**config.mk**
```make
export PLATFORM = sky130hd
export DESIGN_NAME = int_issue_queue_flat
export DESIGN_NICKNAME = d
export VERILOG_FILES = /design/src/rtl/int_issue_queue_if.sv /design/src/rtl/int_issue_queue.sv /design/src/flat_wrapper.sv
export SDC_FILE = /design/constraint.sdc
export NUM_CORES = 1
export LEC_CHECK = 0
export ABC_CLOCK_PERIOD_IN_PS = 29700
export CORE_MARGIN = 2
export CORE_UTILIZATION = 66
export CTS_BUF_LIST = sky130_fd_sc_hd__clkbuf_8
export DETAILED_ROUTE_END_ITERATION = 7
export PLACE_DENSITY = 0.89
export SETUP_SLACK_MARGIN = 0.3
export SYNTH_ARGS = -nofsm -noshare
export SYNTH_HDL_FRONTEND = slang
export SYNTH_SLANG_ARGS = --single-unit
```
**constraint.sdc**
```tcl
create_clock -name clock -period 29.7 [get_ports clock]
set_input_delay 5.94 -clock clock [delete_from_list [all_inputs] [get_ports clock]]
set_output_delay 5.94 -clock clock [all_outputs]
set_load 0.005 [all_outputs]
```
**src/rtl/int_issue_queue_if.sv**
```systemverilog
// rtl/int_issue_queue_if.sv - dispatch, CDB and issue signals of one integer issue queue lane
interface int_issue_queue_if #(
  parameter int TAG_W  = 5,
  parameter int DATA_W = 32
);
  logic              dispatch_en_integer;
  logic [DATA_W-1:0] dispatch_rs_data;
  logic              dispatch_rs_data_valid;
  logic [TAG_W-1:0]  dispatch_rs_tag;
  logic [DATA_W-1:0] dispatch_rt_data;
  logic              dispatch_rt_data_valid;
  logic [TAG_W-1:0]  dispatch_rt_tag;
  logic [TAG_W-1:0]  dispatch_rd_tag;
  logic [3:0]        dispatch_opcode;
  logic [4:0]        dispatch_shfamt;
  logic              issueque_integer_full;
  logic              Cdb_valid;
  logic [TAG_W-1:0]  Cdb_rd_tag;
  logic [DATA_W-1:0] Cdb_data;
  logic              flush;
  logic              issueque_int_ready;
  logic              issueblk_int_grant;
  logic [DATA_W-1:0] issueque_int_rs_data;
  logic [DATA_W-1:0] issueque_int_rt_data;
  logic [3:0]        issueque_int_opcode;
  logic [4:0]        issueque_int_shfamt;
  logic [TAG_W-1:0]  issueque_int_rd_tag;

  // Dispatch / CDB / ALU side
  modport master (
    output dispatch_en_integer, dispatch_rs_data, dispatch_rs_data_valid, dispatch_rs_tag,
    output dispatch_rt_data, dispatch_rt_data_valid, dispatch_rt_tag, dispatch_rd_tag,
    output dispatch_opcode, dispatch_shfamt, Cdb_valid, Cdb_rd_tag, Cdb_data, flush,
    output issueblk_int_grant,
    input  issueque_integer_full, issueque_int_ready, issueque_int_rs_data,
    input  issueque_int_rt_data, issueque_int_opcode, issueque_int_shfamt, issueque_int_rd_tag
  );

  // Issue queue side
  modport slave (
    input  dispatch_en_integer, dispatch_rs_data, dispatch_rs_data_valid, dispatch_rs_tag,
    input  dispatch_rt_data, dispatch_rt_data_valid, dispatch_rt_tag, dispatch_rd_tag,
    input  dispatch_opcode, dispatch_shfamt, Cdb_valid, Cdb_rd_tag, Cdb_data, flush,
    input  issueblk_int_grant,
    output issueque_integer_full, issueque_int_ready, issueque_int_rs_data,
    output issueque_int_rt_data, issueque_int_opcode, issueque_int_shfamt, issueque_int_rd_tag
  );
endinterface

```
**src/rtl/int_issue_queue.sv**
```systemverilog
// rtl/int_issue_queue.sv - compacting age-ordered integer issue queue with CDB wakeup
module int_issue_queue #(
  parameter int DEPTH  = 4,
  parameter int TAG_W  = 5,
  parameter int DATA_W = 32
) (
  input logic            clock,
  input logic            reset,
  int_issue_queue_if.slave bus
);
  localparam int CW = $clog2(DEPTH + 1);
  localparam int IW = (DEPTH > 1) ? $clog2(DEPTH) : 1;

  typedef struct packed {
    logic              valid;
    logic [DATA_W-1:0] rs_data;
    logic              rs_valid;
    logic [TAG_W-1:0]  rs_tag;
    logic [DATA_W-1:0] rt_data;
    logic              rt_valid;
    logic [TAG_W-1:0]  rt_tag;
    logic [TAG_W-1:0]  rd_tag;
    logic [3:0]        opcode;
    logic [4:0]        shfamt;
  } entry_t;

  entry_t           q     [DEPTH];
  entry_t           q_nxt [DEPTH];
  entry_t           new_entry;
  logic [CW-1:0]    count;
  logic [CW-1:0]    count_nxt;
  logic [CW-1:0]    wr_pos;
  logic [DEPTH-1:0] ready_vec;
  logic [IW-1:0]    sel;
  logic             any_ready;
  logic             full;
  logic             do_issue;
  logic             do_write;

  assign full     = (count == CW'(DEPTH));
  assign do_issue = any_ready & bus.issueblk_int_grant;
  assign do_write = bus.dispatch_en_integer & ~full;
  // A same-edge issue compacts the queue first, so the new entry lands one slot lower
  assign wr_pos    = count - CW'(do_issue);
  assign count_nxt = count + CW'(do_write) - CW'(do_issue);
  assign bus.issueque_integer_full = full;

  // Oldest-first select: lowest-index slot with both operands valid
  always_comb begin
    sel       = '0;
    any_ready = 1'b0;
    ready_vec = '0;
    for (int i = DEPTH - 1; i >= 0; i--) begin
      ready_vec[i] = q[i].valid & q[i].rs_valid & q[i].rt_valid;
      if (ready_vec[i]) begin
        sel       = IW'(i);
        any_ready = 1'b1;
      end
    end
  end

  // Incoming entry, with operands captured straight off a matching CDB broadcast
  always_comb begin
    new_entry          = '0;
    new_entry.valid    = 1'b1;
    new_entry.rs_tag   = bus.dispatch_rs_tag;
    new_entry.rt_tag   = bus.dispatch_rt_tag;
    new_entry.rd_tag   = bus.dispatch_rd_tag;
    new_entry.opcode   = bus.dispatch_opcode;
    new_entry.shfamt   = bus.dispatch_shfamt;
    new_entry.rs_valid = bus.dispatch_rs_data_valid;
    new_entry.rs_data  = bus.dispatch_rs_data;
    new_entry.rt_valid = bus.dispatch_rt_data_valid;
    new_entry.rt_data  = bus.dispatch_rt_data;
    if (!bus.dispatch_rs_data_valid && bus.Cdb_valid && bus.dispatch_rs_tag == bus.Cdb_rd_tag) begin
      new_entry.rs_valid = 1'b1;
      new_entry.rs_data  = bus.Cdb_data;
    end
    if (!bus.dispatch_rt_data_valid && bus.Cdb_valid && bus.dispatch_rt_tag == bus.Cdb_rd_tag) begin
      new_entry.rt_valid = 1'b1;
      new_entry.rt_data  = bus.Cdb_data;
    end
  end

  // Next queue image: compact out the issued slot, wake operands from the CDB, then append
  always_comb begin
    for (int i = 0; i < DEPTH; i++) q_nxt[i] = q[i];
    if (do_issue) begin
      for (int i = 0; i < DEPTH - 1; i++) begin
        if (i >= int'(sel)) q_nxt[i] = q[i + 1];
      end
      q_nxt[DEPTH-1] = '0;
    end
    for (int i = 0; i < DEPTH; i++) begin
      if (bus.Cdb_valid && q_nxt[i].valid) begin
        if (!q_nxt[i].rs_valid && q_nxt[i].rs_tag == bus.Cdb_rd_tag) begin
          q_nxt[i].rs_valid = 1'b1;
          q_nxt[i].rs_data  = bus.Cdb_data;
        end
        if (!q_nxt[i].rt_valid && q_nxt[i].rt_tag == bus.Cdb_rd_tag) begin
          q_nxt[i].rt_valid = 1'b1;
          q_nxt[i].rt_data  = bus.Cdb_data;
        end
      end
    end
    if (do_write) begin
      for (int i = 0; i < DEPTH; i++) begin
        if (i == int'(wr_pos)) q_nxt[i] = new_entry;
      end
    end
  end

  // State update; flush beats every other same-edge action
  always_ff @(posedge clock) begin
    if (reset) begin
      for (int i = 0; i < DEPTH; i++) q[i] <= '0;
      count <= '0;
    end else if (bus.flush) begin
      for (int i = 0; i < DEPTH; i++) q[i].valid <= 1'b0;
      count <= '0;
    end else begin
      for (int i = 0; i < DEPTH; i++) q[i] <= q_nxt[i];
      count <= count_nxt;
    end
  end

  // Issue port shows the selected entry, forced to zero when nothing is ready
  always_comb begin
    bus.issueque_int_ready   = any_ready;
    bus.issueque_int_rs_data = '0;
    bus.issueque_int_rt_data = '0;
    bus.issueque_int_opcode  = '0;
    bus.issueque_int_shfamt  = '0;
    bus.issueque_int_rd_tag  = '0;
    if (any_ready) begin
      bus.issueque_int_rs_data = q[sel].rs_data;
      bus.issueque_int_rt_data = q[sel].rt_data;
      bus.issueque_int_opcode  = q[sel].opcode;
      bus.issueque_int_shfamt  = q[sel].shfamt;
      bus.issueque_int_rd_tag  = q[sel].rd_tag;
    end
  end
endmodule

```
**src/flat_wrapper.sv**
```systemverilog
// flat-port wrapper written by rule: the top's interface ports become plain ports
module int_issue_queue_flat 
#(
  parameter int DEPTH  = 4,
  parameter int TAG_W  = 5,
  parameter int DATA_W = 32
)
  (clock, reset, bus_dispatch_en_integer, bus_dispatch_rs_data, bus_dispatch_rs_data_valid, bus_dispatch_rs_tag, bus_dispatch_rt_data, bus_dispatch_rt_data_valid, bus_dispatch_rt_tag, bus_dispatch_rd_tag, bus_dispatch_opcode, bus_dispatch_shfamt, bus_Cdb_valid, bus_Cdb_rd_tag, bus_Cdb_data, bus_flush, bus_issueblk_int_grant, bus_issueque_integer_full, bus_issueque_int_ready, bus_issueque_int_rs_data, bus_issueque_int_rt_data, bus_issueque_int_opcode, bus_issueque_int_shfamt, bus_issueque_int_rd_tag);
  int_issue_queue_if #(.TAG_W(TAG_W), .DATA_W(DATA_W)) bus_i ();
  input logic clock;
  input logic reset;
  input wire logic [$bits(bus_i.dispatch_en_integer)-1:0] bus_dispatch_en_integer;
  input wire logic [$bits(bus_i.dispatch_rs_data)-1:0] bus_dispatch_rs_data;
  input wire logic [$bits(bus_i.dispatch_rs_data_valid)-1:0] bus_dispatch_rs_data_valid;
  input wire logic [$bits(bus_i.dispatch_rs_tag)-1:0] bus_dispatch_rs_tag;
  input wire logic [$bits(bus_i.dispatch_rt_data)-1:0] bus_dispatch_rt_data;
  input wire logic [$bits(bus_i.dispatch_rt_data_valid)-1:0] bus_dispatch_rt_data_valid;
  input wire logic [$bits(bus_i.dispatch_rt_tag)-1:0] bus_dispatch_rt_tag;
  input wire logic [$bits(bus_i.dispatch_rd_tag)-1:0] bus_dispatch_rd_tag;
  input wire logic [$bits(bus_i.dispatch_opcode)-1:0] bus_dispatch_opcode;
  input wire logic [$bits(bus_i.dispatch_shfamt)-1:0] bus_dispatch_shfamt;
  input wire logic [$bits(bus_i.Cdb_valid)-1:0] bus_Cdb_valid;
  input wire logic [$bits(bus_i.Cdb_rd_tag)-1:0] bus_Cdb_rd_tag;
  input wire logic [$bits(bus_i.Cdb_data)-1:0] bus_Cdb_data;
  input wire logic [$bits(bus_i.flush)-1:0] bus_flush;
  input wire logic [$bits(bus_i.issueblk_int_grant)-1:0] bus_issueblk_int_grant;
  output wire logic [$bits(bus_i.issueque_integer_full)-1:0] bus_issueque_integer_full;
  output wire logic [$bits(bus_i.issueque_int_ready)-1:0] bus_issueque_int_ready;
  output wire logic [$bits(bus_i.issueque_int_rs_data)-1:0] bus_issueque_int_rs_data;
  output wire logic [$bits(bus_i.issueque_int_rt_data)-1:0] bus_issueque_int_rt_data;
  output wire logic [$bits(bus_i.issueque_int_opcode)-1:0] bus_issueque_int_opcode;
  output wire logic [$bits(bus_i.issueque_int_shfamt)-1:0] bus_issueque_int_shfamt;
  output wire logic [$bits(bus_i.issueque_int_rd_tag)-1:0] bus_issueque_int_rd_tag;
  assign bus_i.dispatch_en_integer = bus_dispatch_en_integer;
  assign bus_i.dispatch_rs_data = bus_dispatch_rs_data;
  assign bus_i.dispatch_rs_data_valid = bus_dispatch_rs_data_valid;
  assign bus_i.dispatch_rs_tag = bus_dispatch_rs_tag;
  assign bus_i.dispatch_rt_data = bus_dispatch_rt_data;
  assign bus_i.dispatch_rt_data_valid = bus_dispatch_rt_data_valid;
  assign bus_i.dispatch_rt_tag = bus_dispatch_rt_tag;
  assign bus_i.dispatch_rd_tag = bus_dispatch_rd_tag;
  assign bus_i.dispatch_opcode = bus_dispatch_opcode;
  assign bus_i.dispatch_shfamt = bus_dispatch_shfamt;
  assign bus_i.Cdb_valid = bus_Cdb_valid;
  assign bus_i.Cdb_rd_tag = bus_Cdb_rd_tag;
  assign bus_i.Cdb_data = bus_Cdb_data;
  assign bus_i.flush = bus_flush;
  assign bus_i.issueblk_int_grant = bus_issueblk_int_grant;
  assign bus_issueque_integer_full = bus_i.issueque_integer_full;
  assign bus_issueque_int_ready = bus_i.issueque_int_ready;
  assign bus_issueque_int_rs_data = bus_i.issueque_int_rs_data;
  assign bus_issueque_int_rt_data = bus_i.issueque_int_rt_data;
  assign bus_issueque_int_opcode = bus_i.issueque_int_opcode;
  assign bus_issueque_int_shfamt = bus_i.issueque_int_shfamt;
  assign bus_issueque_int_rd_tag = bus_i.issueque_int_rd_tag;
  int_issue_queue #(.DEPTH(DEPTH), .TAG_W(TAG_W), .DATA_W(DATA_W)) u_core (.clock(clock), .reset(reset), .bus(bus_i));
endmodule
```
Word-level counts from Yosys, hierarchy flattened
Memories as Yosys holds them, arrays and structs flattened.
Index checks and enable logic that the tools add are counted.
- $add $sub $neg: 3
- multipliers: 0
- divide/modulo/power cells: 0
- $lt $le $gt $ge: 3
- equal/unequal tests: 14
- shift operators: 0
- mux-type cells: 60
- bitwise logic cells: 23
- reductions and logical operators: 28
- operator list (operator ; count):
    two-way mux 364 bit ; 2
    two-way mux 91 bit ; 7
    two-way mux 33 bit ; 18
    two-way mux 90 bit ; 4
    two-way mux 32 bit ; 2
    == test 5 bit ; 10
    two-way mux 1 bit ; 20
    logical AND 1 bit ; 16
    OR 1 bit ; 12
    AND 1 bit ; 10
    logical NOT 1 bit ; 10
    two-way mux 5 bit ; 2
    two-way mux 2 bit ; 4
    == test 3 bit, first input constant ; 2
    subtractor 3 x 1 -> 3 bit ; 2
    >= comparator 1 x 2 -> 1 bit, first input constant ; 2
    two-way mux 4 bit ; 1
    adder 3 x 1 -> 3 bit ; 1
    == test 2 x 3 -> 1 bit, first input constant ; 1
    == test 3 bit, second input constant ; 1
    logical NOT 3 bit ; 1
    >= comparator 2 bit, first input constant ; 1
    OR reduction 2 bit ; 1
    NOT 1 bit ; 1
- register bits: 3
- latch bits: 0
- bits in writable memories: 364
- ROM bits: 0
- input port bits: 133
- output and inout port bits: 80
- logic and storage cells: 133
- memories: 1
- memory list (memory ; depth ; bits a word ; read ports ; clocked after memory_dff ; wr ports ; line ; source):
    u_core.q ; 4 ; 91 ; 5 ; 0 ; 4 ; int_issue_queue.sv:27 ; entry_t q [DEPTH];

Longest topological paths before layout
An unclocked memory read counts as a cell.
- word-level depth: 17
- depth in mapped cells: 15
- mapped depth without buffers: 12

Worst setup path before layout
OpenSTA, ideal clock, no wires.
- path kind: input -> register
- from: in reset
- to: mem u_core.q[0][0] in the netlist's numbering (enable)
- setup time: 790 ps
- arrival: 15414 ps
- data required time: 28910 ps
- slack: 13496 ps
- cell stages on the path: 4
- buffers on the path: 3
- cell sequence: clkbuf_1 -> clkbuf_1 -> buf_2 -> nand2b_1
- RTL lines (element ; line ; source):
    from (decl) ; flat_wrapper.sv:11 ; input logic reset;
    to (decl) ; int_issue_queue.sv:27 ;

==> flow_summary.toml <==
[outcome]
status = "finished, final reports clean"

[worst_hold_path]
hold_path_class = "reg2reg"
hold_end = "u_core.q[2][90]$_SDFFE_PP0P_"
min_path_cells = 2
hold_start = "u_core.q[2][90]$_SDFFE_PP0P_"

[power_and_ir_drop]
p_leak_nw = 11.7
pwr_density_cell_mw_per_mm2 = 46.9
vdd_drop_max_mv = 0.0405

[floorplanning]
rows = 72
fp.dieH_um = 202
dieArea_mm2 = 0.0410
coreArea_mm2 = 0.0387
io_pins = 213
start_util = 0.670
dieWidth_um = 202

[synthesis]
seq_area_frac_synth = 0.423
synth_warnings = 0
synth-edff-count = 363
synth_mux_area_frac = 0.142
synth-compound-area-share = 0.180
async_reset_ff_frac = 0
ys_types = 65
synthFlopType = "edfxtp_1"
yosysTopAreaCell = "edfxtp_1"
syn-cell-area_mm2 = 0.0260
synth_top_family_by_area = "simple AND/OR/NAND/NOR gates"
avgSynthCellArea_um2 = 9.66
synth-xor-area-share = 0.0145
synthSimpleGateAreaFrac = 0.182
netlist_instances = 2689
yosys.area.top_type_share = 0.420
synthAdderAreaFrac = 0.00318
ys_ff_latch = 367
synth_area_leaders = "edfxtp_1, mux2i_1, nand2_1"

[clock_tree]
root_buffer = "clkbuf_8"
postCtsSetupRepairBufs = 0
hold_buffers = 0
cts_tree = "built"
path_clk_slew_ns = 0.07
htree_levels = 3
clock_latency_ns = 0.66
postCtsResizedCells = 0
cts_buffer_depth = 3
cts_num_sinks = 367
cts_made_buffers = 66

[flow_run]
drv_cap = 0

[sta]
hold_viol = 0
fmax_ghz = 0.0880
setup_viol = 0
tns_ns = 0
relSlewSlack = 0.153
finalCritPeriodShare = 0.382
worstMarginPinSlew_ns = 1.27
finalClockSkew_ns = 0.0513
rsz0062_at_grt = "false"
period_needed_ns = 11.36
slew_violations = 0

[detailed_routing]
via_per_inst = 7.66
drc = 0
wl_per_cell_um = 27.4
first_pass_iters = 7
via_count = 25000
dr.first_iter.drc_count = 4409
ant_nets = 0
wl_um = 89400

[cells_and_area]
area_delta_synth_final_pct = 12.1
finalNonFillerCells = 3264
fillers = 2584
finalNetCount = 2840
ff_latch_area_mm2 = 0.0110
drive_gt1_frac = 0.0798
multiInputGateArea_mm2 = 0.0137

[place]
post-place-cells = 3151
port_buffers = 212
place_hpwl_um = 49100
gp_congestion = 0.897

[worst_setup_path]
worstPathArrival_ns = 5.42
r2r-start = "u_core.q[2][57]$_SDFFCE_PP0P_"
crit_path_end_kind = "output port"
startpoint_type = "register"
cp.required_ns = 23.76
cp_max_fo = 62
crit_type = "reg2out"
r2r_end = "u_core.q[0][44]$_DFFE_PP_"
r2r_cells = 14
reg2reg_slack_ns = 24.39

[global_routing]
track_usage = 0.424
grt_start_max_net_pins = 184
grt_pass1_vias = 24800
overflow = 0
grt_pass1_wl_um = 137000
antenna_found_initial = 1
[where the power goes]
group	internal, mW	total [mW]	switching (mW)
Combinational	0.101	0.260	0.159
Clock	0.212	0.438	0.226
Sequential	0.628	0.667	0.0388
[worst max-delay path, cell delays in order (launching register included)]
cell,delay (ns)
edfxtp_1,0.51
nand3_1,0.16
nand2b_1,0.11
nand2_1,0.08
nand2_4,0.76
buf_4,0.77
buf_4,1.03
mux2i_1,0.20
o22ai_1,0.41
clkdlybuf4s50_1,0.60
[cell families (layout without fill, tap and decap cells)]
| logic type | Yosys count | in the layout |
|---|---|---|
| multiplexers | 364 | 364 |
| AO/OA/AOI/OAI | 571 | 571 |
| AND/OR/NAND/NOR | 981 | 981 |
| flip-flops | 367 | 367 |
| XOR/XNOR | 43 | 43 |
| other | 1 | 4 |
| adder cells (fa/ha/maj) | 6 | 6 |
| buffers and inverters | 356 | 410 |
[cell usage in the layout, fill, tap and decap left out, types with 66 or more instances in the layout]
cell,instances
clkbuf_8,68
nor2_1,235
a21oi_1,75
o22ai_1,111
mux2i_1,329
nand2_1,383
clkdlybuf4s50_1,211
edfxtp_1,363
nor3_1,108
a311oi_1,68
and4_1,66
[worst max path at each step]
stage / endpoint / startpoint / depth (start not counted) / slack, ns
after floorplan: u_core.q[0][0]$_DFFE_PP_ / reset / 4 / 13.50
after global placement: bus_issueque_int_rs_data[30] / u_core.q[3][19]$_SDFFCE_PN0P_ / 9 / 19.22
after detailed placement: u_core.q[0][24]$_DFFE_PP_ / bus_issueblk_int_grant / 13 / 19.09
after CTS: bus_issueque_int_rs_data[24] / u_core.q[3][19]$_SDFFCE_PN0P_ / 9 / 18.50
after global routing: bus_issueque_int_rt_data[3] / u_core.q[3][19]$_SDFFCE_PN0P_ / 9 / 18.22
final: bus_issueque_int_rt_data[0] / u_core.q[3][19]$_SDFFCE_PN0P_ / 9 / 18.34
[per-layer routing]
layer / up-vias / GRT usage / part of all wire / routed length (µm)
li1: 10400 / - / - / -
met1: 11600 / 0.547 / 0.34 / 30500
met2: 2468 / 0.635 / 0.44 / 38900
met3: 533 / 0.123 / 0.16 / 14500
met4: 0 / 0.252 / 0.060 / 5370
met5: - / 0 / 0 / 0
[state kept, by name, summed over array words and instances, names as in the netlist]
register	flops
u_core.q	364
u_core.count	3
[stage by stage]
step	area (µm²)	setup WS [ns]	power, mW	util	hold WS [ns]
global placement	28000	19.22	0.909	0.722	0.526
finish	29100	18.34	1.36	0.752	0.558
CTS	29100	18.50	1.35	0.751	0.554
global route	29100	18.22	1.40	0.752	0.616
floorplan	26000	13.50	0.840	-	0.502
detailed placement	28000	19.09	0.922	0.722	0.547
[Yosys cell counts (all sizes together), types with 35 or more instances]
cell type	count
nand4b	35
inv	42
nor2	240
and3	37
nor3	111
a21oi	76
nand4	42
and4	68
clkbuf	240
buf	74
a311oi	68
nand2	387
mux2i	331
edfxtp	363
a2111oi	97
o22ai	113
[final cells by class]
| type | instances | share of cell area |
|---|---|---|
| clock inverters | 44 | 0.00658 |
| well taps | 518 | 0.0223 |
| flip-flops and latches | 367 | 0.377 |
| diodes | 1 | 0.0000860 |
| inverters | 42 | 0.00542 |
| multi-input cells | 1968 | 0.472 |
| clock buffers | 68 | 0.0321 |
| repair buffers | 256 | 0.0846 |
Note: power is estimated with default switching activity, not from simulation.
